**src/rtl/binary_search_ctrl_if.sv**
```systemverilog
// Request/RAM/result bundle between the search controller and its neighbours.
// The slave modport is the controller; the master modport is the surrounding logic.
interface binary_search_ctrl_if #(
  parameter int DATA_W = 8,
  parameter int ADDR_W = 5
);
  logic              start;
  logic [DATA_W-1:0] target;
  logic [ADDR_W-1:0] mem_addr;
  logic [DATA_W-1:0] mem_rdata;
  logic              busy;
  logic              done;
  logic              found;
  logic [ADDR_W-1:0] result_addr;
  logic              hex_hide;

  modport slave (
    input  start, target, mem_rdata,
    output mem_addr, busy, done, found, result_addr, hex_hide
  );

  modport master (
    output start, target, mem_rdata,
    input  mem_addr, busy, done, found, result_addr, hex_hide
  );
endinterface

```
**src/rtl/binary_search_ctrl.sv**
```systemverilog
// Binary search over a sorted synchronous RAM; three clocks per probe
// (issue address, RAM latency, compare). Result feeds the hex display stage.
module binary_search_ctrl #(
  parameter int DATA_W = 8,
  parameter int ADDR_W = 5
) (
  input  logic                  clk,
  input  logic                  reset,
  binary_search_ctrl_if.slave   bus
);

  typedef enum logic [2:0] {IDLE, ISSUE, WAIT, CMP, DONE} state_t;

  state_t            state;
  logic [DATA_W-1:0] tgt;
  // One extra bit so mid+1 past the top and mid-1 below zero stay out of range.
  logic [ADDR_W:0]   lo, hi;
  logic [ADDR_W:0]   sum, mid_ext, mid_p1, mid_m1;
  logic [ADDR_W-1:0] mid;

  localparam logic [ADDR_W:0] ONE     = {{ADDR_W{1'b0}}, 1'b1};
  localparam logic [ADDR_W:0] TOP_IDX = {1'b0, {ADDR_W{1'b1}}};

  assign sum     = lo + hi;
  assign mid     = sum[ADDR_W:1];
  assign mid_ext = {1'b0, mid};
  assign mid_p1  = mid_ext + ONE;
  assign mid_m1  = mid_ext - ONE;

  assign bus.hex_hide = ~(bus.done & bus.found);

  always_ff @(posedge clk or negedge reset) begin
    if (!reset) begin
      state           <= IDLE;
      tgt             <= '0;
      lo              <= '0;
      hi              <= '0;
      bus.mem_addr    <= '0;
      bus.busy        <= 1'b0;
      bus.done        <= 1'b0;
      bus.found       <= 1'b0;
      bus.result_addr <= '0;
    end else begin
      case (state)
        IDLE: begin
          if (bus.start) begin
            tgt      <= bus.target;
            lo       <= '0;
            hi       <= TOP_IDX;
            bus.busy <= 1'b1;
            state    <= ISSUE;
          end
        end
        ISSUE: begin
          bus.mem_addr <= mid;
          state        <= WAIT;
        end
        WAIT: state <= CMP;
        CMP: begin
          if (bus.mem_rdata == tgt) begin
            bus.result_addr <= mid;
            bus.found       <= 1'b1;
            bus.done        <= 1'b1;
            bus.busy        <= 1'b0;
            state           <= DONE;
          end else if (bus.mem_rdata < tgt) begin
            lo <= mid_p1;
            if (mid_p1 > hi) begin
              bus.done <= 1'b1;
              bus.busy <= 1'b0;
              state    <= DONE;
            end else begin
              state <= ISSUE;
            end
          end else begin
            hi <= mid_m1;
            // lo > mid-1 is lo >= mid; avoids relying on the decremented value.
            if (lo >= mid_ext) begin
              bus.done <= 1'b1;
              bus.busy <= 1'b0;
              state    <= DONE;
            end else begin
              state <= ISSUE;
            end
          end
        end
        DONE: begin
          if (!bus.start) begin
            bus.done        <= 1'b0;
            bus.found       <= 1'b0;
            bus.result_addr <= '0;
            state           <= IDLE;
          end
        end
        default: state <= IDLE;
      endcase
    end
  end

endmodule
```
**src/flat_wrapper.sv**
```systemverilog
// flat-port wrapper written by rule: the top's interface ports become plain ports
module binary_search_ctrl_flat 
#(
  parameter int DATA_W = 8,
  parameter int ADDR_W = 5
)
  (clk, reset, bus_start, bus_target, bus_mem_rdata, bus_mem_addr, bus_busy, bus_done, bus_found, bus_result_addr, bus_hex_hide);
  binary_search_ctrl_if #(.DATA_W(DATA_W), .ADDR_W(ADDR_W)) bus_i ();
  input  logic clk;
  input  logic reset;
  input wire logic [$bits(bus_i.start)-1:0] bus_start;
  input wire logic [$bits(bus_i.target)-1:0] bus_target;
  input wire logic [$bits(bus_i.mem_rdata)-1:0] bus_mem_rdata;
  output wire logic [$bits(bus_i.mem_addr)-1:0] bus_mem_addr;
  output wire logic [$bits(bus_i.busy)-1:0] bus_busy;
  output wire logic [$bits(bus_i.done)-1:0] bus_done;
  output wire logic [$bits(bus_i.found)-1:0] bus_found;
  output wire logic [$bits(bus_i.result_addr)-1:0] bus_result_addr;
  output wire logic [$bits(bus_i.hex_hide)-1:0] bus_hex_hide;
  assign bus_i.start = bus_start;
  assign bus_i.target = bus_target;
  assign bus_i.mem_rdata = bus_mem_rdata;
  assign bus_mem_addr = bus_i.mem_addr;
  assign bus_busy = bus_i.busy;
  assign bus_done = bus_i.done;
  assign bus_found = bus_i.found;
  assign bus_result_addr = bus_i.result_addr;
  assign bus_hex_hide = bus_i.hex_hide;
  binary_search_ctrl #(.DATA_W(DATA_W), .ADDR_W(ADDR_W)) u_core (.clk(clk), .reset(reset), .bus(bus_i));
endmodule
```
**config.mk**
```make
export PLATFORM = sky130hd
export DESIGN_NAME = binary_search_ctrl_flat
export DESIGN_NICKNAME = d
export VERILOG_FILES = /design/src/rtl/binary_search_ctrl_if.sv /design/src/rtl/binary_search_ctrl.sv /design/src/flat_wrapper.sv
export SDC_FILE = /design/constraint.sdc
export NUM_CORES = 1
export LEC_CHECK = 0
export ABC_AREA = 1
export BUFFER_PORTS_ARGS = -buffer_cell sky130_fd_sc_hd__buf_2
export CORE_ASPECT_RATIO = 0.6
export CORE_MARGIN = 3
export CORE_UTILIZATION = 50
export DETAILED_ROUTE_END_ITERATION = 7
export HOLD_SLACK_MARGIN = 0.15
export PLACE_DENSITY = 0.67
export SLEW_MARGIN = 10
export SYNTH_ARGS = -nofsm -noshare
export SYNTH_HDL_FRONTEND = slang
export SYNTH_SLANG_ARGS = --single-unit
export TNS_END_PERCENT = 100
```
**constraint.sdc**
```tcl
create_clock -name clk -period 3.7 [get_ports clk]
set_input_delay 0.74 -clock clk [delete_from_list [all_inputs] [get_ports clk]]
set_output_delay 0.74 -clock clk [all_outputs]
set_load 0.1 [all_outputs]
```
# Word-level counts from Yosys, hierarchy flattened
# Cells that the tools add are included.
# totals
output_inout_bits	14
regBits	36
elab_cells	72
inputBits	19
# classes
n_mux	32
n_addsub	3
n_reduce_logical	10
order_cmp	3
bitwise_logic	2
n_eq_ne	13
# ops
cell	n
6-bit two-way mux	6
6-bit one-hot mux with 2 select lines	2
3-bit two-way mux	6
4-bit AND reduction	4
3-bit one-hot mux with 5 select lines	1
1-bit two-way mux	11
5-bit two-way mux	2
5-bit one-hot mux with 2 select lines	1
8-bit == test	1
8-bit less-than comparator	1
2-bit != test, second input constant	4
5-bit by 1-bit adder with 6-bit output, second input constant	1
6-bit adder	1
3-bit by 2-bit == test with 1-bit output, second input constant	2
6-bit by 5-bit >= comparator with 1-bit output	1
6-bit > comparator	1
1-bit one-hot mux with 2 select lines	3
5-bit by 1-bit subtractor with 6-bit output, second input constant	1
2-bit by 1-bit != test with 1-bit output, second input constant	2
4-bit by 1-bit != test with 1-bit output, second input constant	1
4-bit by 3-bit != test with 1-bit output, second input constant	1
2-bit AND reduction	2
2-bit nonzero test	2
3-bit by 1-bit == test with 1-bit output, second input constant	1
5 further kinds	5

# Depth between registers and ports, before layout
# Gate-level depths: netlist of run 1.
# logic_depth
word_depth	7
depth_mapped	21
depth_no_buf	21

# Worst setup path before layout of run 1
# OpenSTA, ideal clock, no wires.
# synth_path
path_type	reg-to-reg
start	register u_core.hi[0]
end	register u_core.bus.busy
arrival_time_ns	2.615
path_buffers	0
path_stages_with_launch	20
setup_time_ns	0.113
synth_period_minus_slack_ns	2.728
slack_ns	0.972
cell_sequence	dfrtp_1 > nand2_1 > inv_1 > fa_1 > xor2_1 > ha_1 > nand2_1 > nor2_1 > nand2_1 > and2_1 > ha_1 > nand2_1 > nor2_1 > nand2_1 > nand3_1 > nand2_1 > nand2_1 > nand3_1 > nand2_1 > inv_1
# synth_via
elab_chain_len	5
# synth_rtl
item	line	source
start, declared	binary_search_ctrl.sv:17	logic [ADDR_W:0] lo, hi;
start signal, assigned	binary_search_ctrl.sv:76	hi <= mid_m1;
6-bit adder (*)	binary_search_ctrl.sv:24	assign sum = lo + hi;
net u_core.sum[2]	binary_search_ctrl.sv:18	logic [ADDR_W:0] sum, mid_ext, mid_p1, mid_m1;
5-bit by 1-bit adder with 6-bit output	binary_search_ctrl.sv:27	assign mid_p1 = mid_ext + ONE;
6-bit > comparator	binary_search_ctrl.sv:68	if (mid_p1 > hi) begin
4-bit by 3-bit != test with 1-bit output (no source line)	--	
4-bit AND reduction (no source line) (*)	--	
end signal, assigned	binary_search_ctrl.sv:39	bus.busy <= 1'b0;
end signal, assigned	binary_search_ctrl.sv:64	bus.busy <= 1'b0;
end signal, assigned	binary_search_ctrl.sv:70	bus.busy <= 1'b0;
end, declared	binary_search_ctrl_if.sv:19	output mem_addr, busy, done, found, result_addr, hex_hide
# Mark *: on every way through the listed nets, which the timed path passes. The rest lies on a longest branch.
# A chain may end at the register's enable or synchronous reset.

# Worst setup path after layout of run 1
# Ends and elaborated chain as after synthesis.

==> metrics, run 1 <==
status finished, final reports clean; cell taking the most area after synthesis dfrtp_1; boundary pin count 33; Final Hold Violating Endpoints 0; period utilisation layout 0.812; sequential area share after synthesis 0.375; chip width roughly 95 microns; Worst Skew ~7.4 ps; area growth from synthesis to layout 13.7%; Detailed Route Iter0 Violations between 150 and 200; CTS Buf Count 5; Hold Crit Start u_core.bus.mem_addr[4]$_DFFE_PN0P_; Post-Synth Adder-Cell Area 0.139; RR Endpoint u_core.bus.busy$_DFFE_PN0P_; die area around 5700 sq um; Synthesized Nets 359; final wirelength roughly 5500 microns; met1 capacity usage during global routing 0.367; Final nets roughly 400; Clock Path Buffers 2; pin count of the biggest net entering global routing 37; Finished Cell Area 2730 sq um; Crit Path Max Fanout 5; CTS H-tree depth 2; Final ANT Viol Nets 0; GR Layer Usage met3 0.0667; Synth Area in Simple Gates 0.304; Worst R2R Start u_core.hi[0]$_DFFE_PN0P_; # diodes 0; crit path DAT about 3200 ps; clk sinks 36; synthesized area around 2400 sq um; initial core utilization 0.550; Worst-Margin Slew around 800 ps; grt ovf 0; FF-to-FF setup slack 700 ps; Slew headroom 0.468; post-synth cell types 31; Post-Syn Area per Cell between 7 and 8 sq um; worst path required time 3900 ps; worst hold endpoint u_core.bus.mem_addr[4]$_DFFE_PN0P_; post-synthesis sequential element count 36; drt via density just over 5; layout cell share with drive strength beyond 1 0.170; total vias in the final route about 2100; post-synthesis compound-gate area fraction 0.0917; hold_buf cts 0; Peak Freq between 300 and 400 MHz; CP endpoint kind register; drt drc 0; mux cell area share after synthesis 0; worst skew pair latency roughly 300 ps; GP Congestion between 0.8 and 0.9; worst reg2reg path depth 19; combinational family with the most area after synthesis simple AND/OR/NAND/NOR gates; Post-DP HPWL 4340 microns; die span in y around 60 microns; Port Buffers 32; Synth Warn # 0; # rows 18; Post CTS Setup Buffer Count 0; CTS tree built; fin util 0.625; Gate Count Post-Synth between 300 and 400; Post-Route Setup TNS 0 ps; vias in the first global route between 1500 and 2000; CTS Root Cell clkbuf_8; hold path depth 2; M2 GR Usage 0.283; fin. max-slew vios 0; unrepaired setup endpoints after global routing no; post-synth top area share 0.375; First-pass DRT Iterations 4; core area 4370 sq um; max-cap viol count 0; Setup CP Type reg -> reg; Setup crit start kind register; Total GRT Usage 0.223; WL/cell 13.4 microns; initial antenna violation count 0; setup violators final 0; Worst Hold Slack 481 ps; Worst-path clk slew about 80 ps; Final Critical Period ~3000 ps; Synth area leaders dfrtp_1 (38%), nand2_1 (15%), ha_1 (13%); HP Class reg -> reg; xor and xnor area share after synthesis 0.0109; Area after DPL ~2600 sq um; global-route wire length before repair roughly 9400 microns; fillcell total approximately 440; GRT Max-Usage Layer met1; CTS resizes 0
[layer usage]
layer,vias to the layer above,part of all wire
li1,1074,-
met1,939,0.53
met2,63,0.38
met3,4,0.085
met4,0,0.0045
met5,-,0
[synth_stat cells (all sizes together)]
cell type	number
and2	1
dfrtp	36
ha	25
fa	1
xnor2	1
a21oi	10
nand4	3
nand2	105
nand3	28
or2	2
a21o	1
o21ai	28
nor2	16
inv	48
nor3	1
o211ai	2
buf	2
nand3b	2
xor2	2
[through the flow]
step,instances,setup WS [ps]
after floorplan,314,972
after CTS,412,707
after global routing,412,468
final,412,697
after detailed placement,404,709
after global placement,404,802
[logic make-up (layout without fill, tap and decap cells)]
family / count (synthesis) / after routing
flip-flops: 36 / 36
AND/OR/NAND/NOR: 158 / 158
adder cells (fa/ha/maj): 26 / 26
XOR/XNOR: 3 / 3
AO/OA/AOI/OAI: 41 / 41
buffers and inverters: 50 / 88
[sequential cells by signal, indices dropped and copies added, names as in the netlist]
name	flops
u_core.hi	6
u_core.bus.found	1
u_core.lo	6
u_core.bus.busy	1
u_core.state	3
u_core.bus.result_addr	5
u_core.tgt	8
u_core.bus.done	1
u_core.bus.mem_addr	5
[how the worst max path moves through the flow]
stage,from,to,slack (ps),cells after the start
after floorplan,u_core.hi[0]$_DFFE_PN0P_,u_core.bus.busy$_DFFE_PN0P_,970,19
after global placement,u_core.hi[0]$_DFFE_PN0P_,u_core.bus.busy$_DFFE_PN0P_,800,19
after detailed placement,u_core.hi[0]$_DFFE_PN0P_,u_core.bus.busy$_DFFE_PN0P_,710,19
after CTS,u_core.hi[0]$_DFFE_PN0P_,u_core.bus.busy$_DFFE_PN0P_,710,19
after global routing,u_core.hi[0]$_DFFE_PN0P_,u_core.bus.busy$_DFFE_PN0P_,470,19
final,u_core.hi[0]$_DFFE_PN0P_,u_core.bus.busy$_DFFE_PN0P_,700,19
[layout make-up]
type                            instances  area (sq um)  share of cell area
Clock buffer                            6          72.6              0.0266
Timing Repair Buffer                   32           160              0.0586
Sequential cell                        36           901               0.330
Inverter                               48           180              0.0659
Tap cell                               60          75.1              0.0275
Clock inverter                          2          35.0              0.0128
Multi-Input combinational cell        228          1310               0.479
[layout by cell type (no fill, tap or decap), types with 3 or more instances in the layout]
master,n
a21oi_1,9
buf_2,32
clkbuf_8,5
dfrtp_1,36
ha_1,25
inv_1,46
nand2_1,96
nand2_2,7
nand3_1,23
nand3_2,4
nand4_1,3
nor2_1,13
o21ai_0,16
o21ai_1,11
[critical path, cell delays in order (launching register included)]
cell,delay (ps)
dfrtp_1,400
nand2_1,80
inv_1,90
fa_1,410
xor2_1,360
ha_1,250
nand2_1,80
nor2_1,80
nand2_1,60
and2_1,150
ha_1,260
nand2_1,60
nor2_1,140
nand2_1,70
nand3_1,80
nand2_1,50
nand2_1,60
nand3_1,110
nand2_1,90
inv_1,30
Power of run 1 is not shown: default switching activity piles up to over one toggle a cycle in this logic, so the estimate is an artifact.
==> run 2: changes to the inputs <==
==> constraint.sdc (replaced) <==
create_clock -name clk -period 3 [get_ports clk]
set_input_delay 0.6 -clock clk [delete_from_list [all_inputs] [get_ports clk]]
set_output_delay 0.6 -clock clk [all_outputs]
set_load 0.1 [all_outputs]
==> metrics, run 2 (synthesis gave the netlist of run 1 again) <==
drt drc 0; chip width 95.5 microns; max-cap viol count 0; fin. max-slew vios 0; clk sinks 36; Clock Path Buffers 2; area growth from synthesis to layout 16.7%; global-route wire length before repair between 9000 and 10000 microns; CTS H-tree depth 2; die span in y 59.7 microns; Worst Skew roughly 9.6 ps; fillcell total between 400 and 500; Worst Setup SP u_core.lo[3]$_DFFE_PN0P_; biggest regs u_core.tgt: 8 flops, u_core.hi: 6 flops, u_core.lo: 6 flops; Setup crit start kind register; total vias in the final route approximately 2100; crit path to u_core.bus.done$_DFFE_PN0P_; Slowest-stage cell, CP dfrtp_1; final wirelength roughly 5900 microns; setup violators final 0; GP Congestion a little over 0.9; CTS tree built; CTS Buf Count 5; First-pass DRT Iterations 4; Slew headroom 0.448; layout cell share with drive strength beyond 1 0.202; crit path DAT 2930 ps; Peak Freq around 360 MHz; Port Buffers 32; worst skew pair latency between 200 and 300 ps; WL/cell 14.2 microns; # diodes 0; CP endpoint kind register; CTS Root Cell clkbuf_8; Max stage delay on crit path 430 ps; most frequent cells in the layout nand2_1 (96), inv_1 (46), dfrtp_1 (36); worst reg2reg path depth 14; Final ANT Viol Nets 0; Post-Route Setup TNS 0 ps; core area roughly 4400 sq um; initial antenna violation count 0; Total GRT Usage 0.232; die area approximately 5700 sq um; unrepaired setup endpoints after global routing no; boundary pin count 33; vias in the first global route 1952; drt via density 5.04; Setup CP Type reg -> reg; most used cell, CP nand2_1; Worst-path clk slew ~80 ps; period utilisation layout 0.919; # rows 18; Final nets 400; Worst-Margin Slew a little over 800 ps; max reg flops 8; worst path required time 3180 ps; FF-to-FF setup slack around 240 ps; Final Hold Violating Endpoints 0; Final Critical Period between 2000 and 3000 ps; largest register by flop count u_core.tgt; most common cell after layout, fill and taps aside nand2_1; initial core utilization 0.550; Post CTS Setup Buffer Count 0; Post-DP HPWL between 4000 and 5000 microns; register area 901 sq um; Worst R2R Start u_core.lo[3]$_DFFE_PN0P_; grt ovf 0; crit-path cells ha_2 -> nand2_1 -> inv_1 -> nand2_1 -> nand4_1 -> nand2_2 -> buf_4 -> ha_1 -> or2_0 -> a21oi_1 -> nand2_1 -> nand3b_1 -> nand3_2 -> nand2_1; status finished, final reports clean; pin count of the biggest net entering global routing 37; Detailed Route Iter0 Violations about 150; HP Class in -> async; multi-input logic area about 1300 sq um; Crit Path Max Fanout 6; RR Endpoint u_core.bus.done$_DFFE_PN0P_
[run 2: changes by cell type in the layout (fill, tap and decap cells not counted), sizes merged]
cell / previous run / this run
buf: 32 / 36
[run 2: routing by layer]
metal  share of wire  vias to the layer above  global-route usage
li1                -                     1088                   -
met1            0.52                      952               0.360
met2            0.40                       52               0.310
met3           0.078                        4              0.0579
met4          0.0086                        0              0.0729
met5               0                        -                   0
[run 2: repair_timing]
action	in CTS	in global routing
hold buffers	0	0
gates resized for setup	0	9
endpoints found under the setup margin	0	4
[run 2: final cells by class]
type / count / share of cell area
clock inverter: 2 / 0.0125
tap: 60 / 0.0268
multi-input combinational: 228 / 0.481
clock buffer: 6 / 0.0259
inverter: 48 / 0.0643
timing repair buffer: 36 / 0.0679
sequential: 36 / 0.321
[run 2: critical path, delay by kind of cell, from the launching register on]
kind	cells	cell delay [ps]
AND/OR/NAND/NOR	9	1140
adder cells (fa/ha/maj)	2	600
flip-flops	1	430
buffers and inverters	2	260
AO/OA/AOI/OAI	1	190
[run 2: stage by stage]
| step | util | area [sq um] | cells | setup slack (ps) | hold WS (ps) |
|---|---|---|---|---|---|
| 6_report | 0.641 | 2800 | 416 | 243 | 401 |
| 5_1_grt | 0.641 | 2800 | 416 | 5.05 | 455 |
| 4_1_cts | 0.632 | 2760 | 416 | 141 | 419 |
| 3_5_place_dp | 0.608 | 2660 | 408 | 142 | 469 |
| 3_3_place_gp | 0.608 | 2660 | 408 | 243 | 463 |
| 2_1_floorplan | - | 2400 | 314 | 272 | 304 |
[run 2: how the worst min path moves through the flow]
stage	slack [ps]	startpoint	endpoint
global route	460	reset	u_core.tgt[2]$_DFFE_PN0P_
global placement	460	u_core.bus.mem_addr[4]$_DFFE_PN0P_	u_core.bus.mem_addr[4]$_DFFE_PN0P_
floorplan	300	reset	u_core.bus.busy$_DFFE_PN0P_
detailed placement	470	u_core.bus.mem_addr[4]$_DFFE_PN0P_	u_core.bus.mem_addr[4]$_DFFE_PN0P_
CTS	420	reset	u_core.lo[3]$_DFFE_PN0P_
finish	400	reset	u_core.lo[3]$_DFFE_PN0P_
Power of run 2 is left out for the same reason.
